## config.mk

```make
export PLATFORM = sky130hd
export DESIGN_NAME = div_seq_flat
export DESIGN_NICKNAME = d
export VERILOG_FILES = /design/src/rtl/div_if.sv /design/src/rtl/div_seq.sv /design/src/flat_wrapper.sv
export SDC_FILE = /design/constraint.sdc
export NUM_CORES = 1
export LEC_CHECK = 0
export CORE_MARGIN = 2
export CORE_UTILIZATION = 40
export DETAILED_ROUTE_END_ITERATION = 12
export PLACE_DENSITY_LB_ADDON = 0.05
export SETUP_SLACK_MARGIN = 0.05
export SYNTH_ARGS = -nofsm -noshare
export SYNTH_HDL_FRONTEND = slang
export SYNTH_SLANG_ARGS = --single-unit
```

## constraint.sdc

```tcl
create_clock -name clk -period 3.71 [get_ports clk]
set_input_delay 0.742 -clock clk [delete_from_list [all_inputs] [get_ports clk]]
set_output_delay 0.742 -clock clk [all_outputs]
set_load 0.02 [all_outputs]
```

## src/rtl/div_if.sv

```systemverilog
// div_if: execute-stage <-> divider handshake and operand bundle
interface div_if #(parameter int WIDTH = 32);
  logic signed_div_i;
  logic [WIDTH-1:0] opdata1_i;
  logic [WIDTH-1:0] opdata2_i;
  logic start_i;
  logic annul_i;
  logic [2*WIDTH-1:0] result_o;
  logic ready_o;
  modport master (
    output signed_div_i, opdata1_i, opdata2_i, start_i, annul_i,
    input  result_o, ready_o
  );
  modport slave (
    input  signed_div_i, opdata1_i, opdata2_i, start_i, annul_i,
    output result_o, ready_o
  );
endinterface

```

## src/rtl/div_seq.sv

```systemverilog
// div_seq: multi-cycle radix-2 restoring divider for DIV/DIVU, result {remainder, quotient}
module div_seq #(parameter int WIDTH = 32) (
  input logic clk,
  input logic rst,
  div_if.slave d
);
  localparam int CW = $clog2(WIDTH + 1);
  typedef enum logic [1:0] {FREE, BYZERO, ON, END} state_t;
  state_t state, state_n;
  logic [CW-1:0] cnt;
  logic [2*WIDTH-1:0] work, result;
  logic [WIDTH-1:0] dvs, quo, rem, abs1, abs2;
  logic [WIDTH:0] trial;
  logic sg, n1, n2, ready, go, done;
  assign go = d.start_i && !d.annul_i;
  assign done = cnt == CW'(WIDTH);
  assign abs1 = d.signed_div_i && d.opdata1_i[WIDTH-1] ? -d.opdata1_i : d.opdata1_i;
  assign abs2 = d.signed_div_i && d.opdata2_i[WIDTH-1] ? -d.opdata2_i : d.opdata2_i;
  // partial remainder stays below the divisor, so WIDTH+1 bits hold the trial and its sign
  assign trial = work[2*WIDTH-1:WIDTH-1] - {1'b0, dvs};
  assign quo = sg && (n1 ^ n2) ? -work[WIDTH-1:0] : work[WIDTH-1:0];
  assign rem = sg && n1 ? -work[2*WIDTH-1:WIDTH] : work[2*WIDTH-1:WIDTH];
  assign d.result_o = result;
  assign d.ready_o = ready;
  always_comb begin
    state_n = state;
    unique case (state)
      FREE:   state_n = go ? (d.opdata2_i == '0 ? BYZERO : ON) : FREE;
      BYZERO: state_n = END;
      ON:     state_n = !go ? FREE : done ? END : ON;
      END:    state_n = go ? END : FREE;
    endcase
  end
  always_ff @(posedge clk) begin
    if (rst) begin
      state <= FREE;
      cnt <= '0;
      work <= '0;
      dvs <= '0;
      sg <= 1'b0;
      n1 <= 1'b0;
      n2 <= 1'b0;
      ready <= 1'b0;
      result <= '0;
    end else begin
      state <= state_n;
      ready <= (state == ON && go && done) || (state == END && go);
      // divide-by-zero reaches END with result already cleared; END only holds
      result <= state == ON && go && done ? {rem, quo} : state == END && go ? result : '0;
      if (state == FREE && go) begin
        work <= {{WIDTH{1'b0}}, abs1};
        dvs <= abs2;
        sg <= d.signed_div_i;
        n1 <= d.opdata1_i[WIDTH-1];
        n2 <= d.opdata2_i[WIDTH-1];
        cnt <= '0;
      end else if (state == ON && go && !done) begin
        work <= trial[WIDTH] ? {work[2*WIDTH-2:0], 1'b0} : {trial[WIDTH-1:0], work[WIDTH-2:0], 1'b1};
        cnt <= cnt + 1'b1;
      end
    end
  end
endmodule
```

## src/flat_wrapper.sv

```systemverilog
// flat-port wrapper written by rule: the top's interface ports become plain ports
module div_seq_flat 
#(parameter int WIDTH = 32)
  (clk, rst, d_signed_div_i, d_opdata1_i, d_opdata2_i, d_start_i, d_annul_i, d_result_o, d_ready_o);
  div_if #(.WIDTH(WIDTH)) d_i ();
  input logic clk;
  input logic rst;
  input wire logic [$bits(d_i.signed_div_i)-1:0] d_signed_div_i;
  input wire logic [$bits(d_i.opdata1_i)-1:0] d_opdata1_i;
  input wire logic [$bits(d_i.opdata2_i)-1:0] d_opdata2_i;
  input wire logic [$bits(d_i.start_i)-1:0] d_start_i;
  input wire logic [$bits(d_i.annul_i)-1:0] d_annul_i;
  output wire logic [$bits(d_i.result_o)-1:0] d_result_o;
  output wire logic [$bits(d_i.ready_o)-1:0] d_ready_o;
  assign d_i.signed_div_i = d_signed_div_i;
  assign d_i.opdata1_i = d_opdata1_i;
  assign d_i.opdata2_i = d_opdata2_i;
  assign d_i.start_i = d_start_i;
  assign d_i.annul_i = d_annul_i;
  assign d_result_o = d_i.result_o;
  assign d_ready_o = d_i.ready_o;
  div_seq #(.WIDTH(WIDTH)) u_core (.clk(clk), .rst(rst), .d(d_i));
endmodule
```

# Yosys cells after proc, flatten, opt, wreduce, memory -nomap -nowiden
# Cells that the tools add are included.
[word_totals]
reg_bits = 172
input_bits = 69
output_inout_bits = 65
[classes]
addsub = 6
n_eq_ne = 5
mux = 15
n_bitwise = 1
n_reduce_logical = 17
[op_table]
columns = ["operator", "n"]
rows = [
  ["two-way mux 32 bit", 6],
  ["two-way mux 64 bit", 3],
  ["negator 32 bit", 4],
  ["subtractor 33 x 32 -> 33 bit", 1],
  ["logical NOT 32 bit", 1],
  ["logical AND 1 bit", 10],
  ["two-way mux 2 bit", 4],
  ["case mux 2 bit (4 select lines)", 1],
  ["adder 6 x 1 -> 6 bit (second input constant)", 1],
  ["== test 6 bit (second input constant)", 1],
  ["== test 2 bit (second input constant)", 2],
  ["== test 2 x 1 -> 1 bit (second input constant)", 1],
  ["logical NOT 1 bit", 2],
  ["logical NOT 2 bit", 1],
  ["!= test 2 x 1 -> 1 bit (second input constant)", 1],
  ["nonzero test 2 bit", 1],
  ["OR reduction 2 bit", 1],
  ["logical OR 1 bit", 1],
  ["two-way mux 1 bit", 1],
  ["bitwise XOR 1 bit", 1],
]

# Longest topological paths before layout
[depth]
word_depth = 6
depth_mapped = 13
ltp_nobuf = 12

# Least setup slack after synthesis
# OpenSTA, ideal clock, no wires.
[synth_timing]
kind = "input port to flip-flop"
startpoint = "in d_opdata1_i[8]"
endpoint = "reg u_core.work[30]"
setup_ns = 0.128
arrival_time_ns = 2.899
setup_slack_ns = 0.684
cell_stages = 9
path_buffers = 0
path_cell_list = "or4_4 > or4_1 > nor3_1 > and2_1 > nor3b_2 > a21oi_1 > xor2_1 > a221oi_1 > nor2_1"
[synth_between]
elab_chain_len = 3
[synth_rtl]
columns = ["element", "line", "rtl"]
rows = [
  ["start: declaration", "flat_wrapper.sv:9", "input wire logic [$bits(d_i.opdata1_i)-1:0] d_opdata1_i;"],
  ["negator 32 bit", "div_seq.sv:17", "assign abs1 = d.signed_div_i && d.opdata1_i[WIDTH-1] ? -d.opdata1_i : d.opdata1_i;"],
  ["two-way mux 32 bit", "div_seq.sv:17", ""],
  ["two-way mux 32 bit", "div_seq.sv:50", "if (state == FREE && go) begin"],
  ["end signal: assignment", "div_seq.sv:51", "work <= {{WIDTH{1'b0}}, abs1};"],
  ["end signal: assignment", "div_seq.sv:58", "work <= trial[WIDTH] ? {work[2*WIDTH-2:0], 1'b0} : {trial[WIDTH-1:0], work[WIDTH-2:0], 1'b1};"],
  ["end: declaration", "div_seq.sv:11", "logic [2*WIDTH-1:0] work, result;"],
]
# Every way passes these cells.
# A chain may end at the register's enable or synchronous reset.

# Final worst setup path
[layout_timing]
startpoint = "reg u_core.dvs[5]"
endpoint = "reg u_core.work[60]"
[layout_between]
elab_chain_len = 2
[layout_rtl]
columns = ["element", "line", "rtl"]
rows = [
  ["start: declaration", "div_seq.sv:12", "logic [WIDTH-1:0] dvs, quo, rem, abs1, abs2;"],
  ["start signal: assignment", "div_seq.sv:52", "dvs <= abs2;"],
  ["subtractor 33 x 32 -> 33 bit", "div_seq.sv:20", "assign trial = work[2*WIDTH-1:WIDTH-1] - {1'b0, dvs};"],
  ["two-way mux 64 bit", "div_seq.sv:58", ""],
]
# Every way passes these cells.

==> results_dict.tcl <==
set metrics [dict create \
    syn_area_mm2 0.0107 \
    drt_iter0_drc 735 \
    crit_type "reg -> reg" \
    dieArea_mm2 0.0281 \
    vias 9973 \
    rr_startpoint "u_core.dvs[5]" \
    ir_drop_v 0.000241 \
    dp.cells 1782 \
    slowest_delay_ps 380 \
    dp_slack_ps -4.95 \
    setup_slack_ps 406 \
    instances_no_fill 1813 \
    grt_pass1_vias 9413 \
    routed_wirelength_mm 30.3 \
    setup_violations 0 \
    grt-ovfl-total 0 \
    areaGrowthSynthToFinish_pct 22.4 \
    rsz0062_at_grt "false" \
    hold_path_class "reg -> reg" \
    holdPathEnd "u_core.dvs[31]" \
    yosysTopAreaCell "dfxtp_1" \
    vias_per_cell 5.50 \
    rr_endpoint "u_core.work[60]" \
    syn-num-nets 1460 \
    antenna_found_initial 0 \
    status "complete, no violations" \
    cp_max_fo 15 \
    path_cells "inv_1 > ha_1 > a21o_1 > a211o_1 > o211ai_1 > nand3b_1 > a21oi_2 > o221ai_2 > xnor2_2 > buf_4 > mux2i_1 > a211oi_1" \
    maxCapViolCount 0 \
    final_net_count 1574 \
    htree_num_levels 4 \
    fin_skew_ps 14.7 \
    r2r.worst_path.cells 12 \
    yosys-top-cells-area "dfxtp_1, xor2_1, nor2_1, xnor2_1, a21oi_1" \
    power_density_mw_per_mm2 366 \
    holdBufCountCts 0 \
    end_kind "flop" \
    place_congestion 0.903 \
    cts_root_buf "clkbuf_16" \
    tritoncts "yes" \
    yosys_warnings 0 \
    final_area_mm2 0.0131 \
    r2r_setup_slack_ps 410 \
    hp-start "u_core.dvs[31]" \
    cts_resized 0 \
    clk_pin_slew_worst_paths_ps 70 \
    grt_pass1_wl_mm 49.8 \
    cts_setup_buffers 0 \
    post_dp_cell_area_mm2 0.0125 \
    cts.sinks 172 \
    fin_crit_sh_pct 89.1 \
    synth_area_per_cell_um2 7.92 \
    drv_slew 0 \
    p_leak_nw 5.06 \
    min_period_ps 3300 \
    synth_edf_count 0 \
    chipHeight_um 168 \
    layout-drive-gt1-share_pct 6.50 \
    initial_core_util_pct 41.0 \
    hold_viol_final 0 \
    rows 59 \
    synth_top_flop_cell "dfxtp_1" \
    first_pass_iters 5 \
    hpwlAfterDp_mm 22.8 \
    post_drt_wl_per_cell_um 16.7 \
    core_area_mm2 0.0261 \
    drc 0 \
    synth-seq-cells 172 \
    cts_made_buffers 17 \
    num_antenna_cells 0 \
    cts_buffer_depth 2 \
    io_pins 134 \
    grt_max_degree 87 \
    layout_common_cells "nor2_1, dfxtp_1, clkdlybuf4s50_1, a21oi_1, nand2_1" \
    portBuffers 133 \
    synth_seq_area_share_pct 32.2 \
    ant_nets 0 \
    worst_path_max_delay_cell "ha_1" \
    synth_top_area_share_pct 32.2 \
    tightest_slew_ps 1040 \
    yosysUniqueCellTypes 67 \
    final_common_cell "nor2_1" \
    cp.required_ps 4000 \
    syn-instance-count 1352 \
    async_flop_share_pct 0 \
    whs_path_depth 2 \
    grt_usage_pct 21.6 \
    die_w_um 168 \
    crit_arrival_ps 3590 \
    max_freq_mhz 303 \
    clk_latency_ps 440 \
    slew_headroom_pct 30.9 \
    worstSetupStartpointType "flop" \
]
## sequential cells by signal (all words and copies together), names as in the netlist
signal / cells
u_core.state: 2
u_core.n1: 1
u_core.n2: 1
u_core.d.result_o: 64
u_core.work: 64
u_core.cnt: 6
u_core.dvs: 32
u_core.d.ready_o: 1
u_core.sg: 1
## cells in the mapped netlist (all sizes together), types with 6 or more instances
cell      n
and2      8
nor4     14
nand3    12
mux2i    26
o21ai    82
xor2     83
a221oi   13
nand2b   13
xnor2    70
inv      65
nor3     29
buf       7
nor2    174
a21o     13
clkbuf   70
and3      7
or4      13
a21oi   117
o211ai    6
or3      12
a31oi    12
dfxtp   172
nand2   100
o41ai    12
a22oi    56
o31ai    23
a211oi   36
ha       38
a22o     22
## metal layers
layer  global-route usage (%)  wire length (µm)  vias to the layer above
li1                         -                 -                     5076
met1                     32.6             15900                     4644
met2                     32.8             12700                      236
met3                     3.03              1450                       17
met4                     4.31               301                        0
met5                        0                 0                        -
## cells by family (layout without fill, tap and decap cells)
group / Yosys count / in the layout / synth area share [%]
AOI/OAI and AO/OA: 419 / 419 / 25.7
xor gates and xnor gates: 153 / 153 / 12.5
adders and majority gates: 39 / 39 / 4.63
buffers and inverters: 142 / 268 / 5.04
DFF: 172 / 172 / 32.2
muxes: 27 / 27 / 2.54
and+or+nand+nor: 400 / 400 / 17.4
## layout make-up
| class | count | area [µm²] |
|---|---|---|
| fill | 2601 | 13000 |
| multi-input combinational | 1038 | 6750 |
| sequential | 172 | 3440 |
| timing repair buffer | 172 | 1650 |
| clock buffer | 17 | 425 |
| tap | 335 | 419 |
| inverter | 65 | 244 |
| clock inverter | 14 | 180 |
## worst max path at each step
stage               slack (ps)             from  cells past startpoint              end
global placement            90   d_opdata1_i[8]                     10  u_core.work[29]
floorplan                  680   d_opdata1_i[8]                      9  u_core.work[30]
global route               170  u_core.work[31]                     13  u_core.work[60]
finish                     410    u_core.dvs[5]                     12  u_core.work[60]
CTS                        320    u_core.dvs[5]                     12  u_core.work[60]
detailed placement          -5   d_opdata1_i[8]                     10  u_core.work[30]
## through the flow
step	util, %	setup TNS, ps	total power [W]	hold WS (ps)
after global placement	47.8	0	0.00293	448
after floorplan	-	0	0.00264	432
after CTS	50.1	0	0.00484	462
after detailed placement	47.8	-4.95	0.00294	452
final	50.1	0	0.00480	467
after global routing	50.1	0	0.00502	496
## critical path: cells and delay by family (launching register included)
family	cells	cell delay [ps]
AOI/OAI and AO/OA	6	1460
xor gates and xnor gates	1	200
adders and majority gates	1	380
buffers and inverters	2	390
DFF	1	350
muxes	1	230
and+or+nand+nor	1	160
## power by group
group	total (W)	switching, W	internal [W]
registers	0.00196	0.0000592	0.00190
logic	0.000947	0.000537	0.000410
clock network	0.00190	0.000827	0.00107
Note: power is estimated with default switching activity, not from simulation.
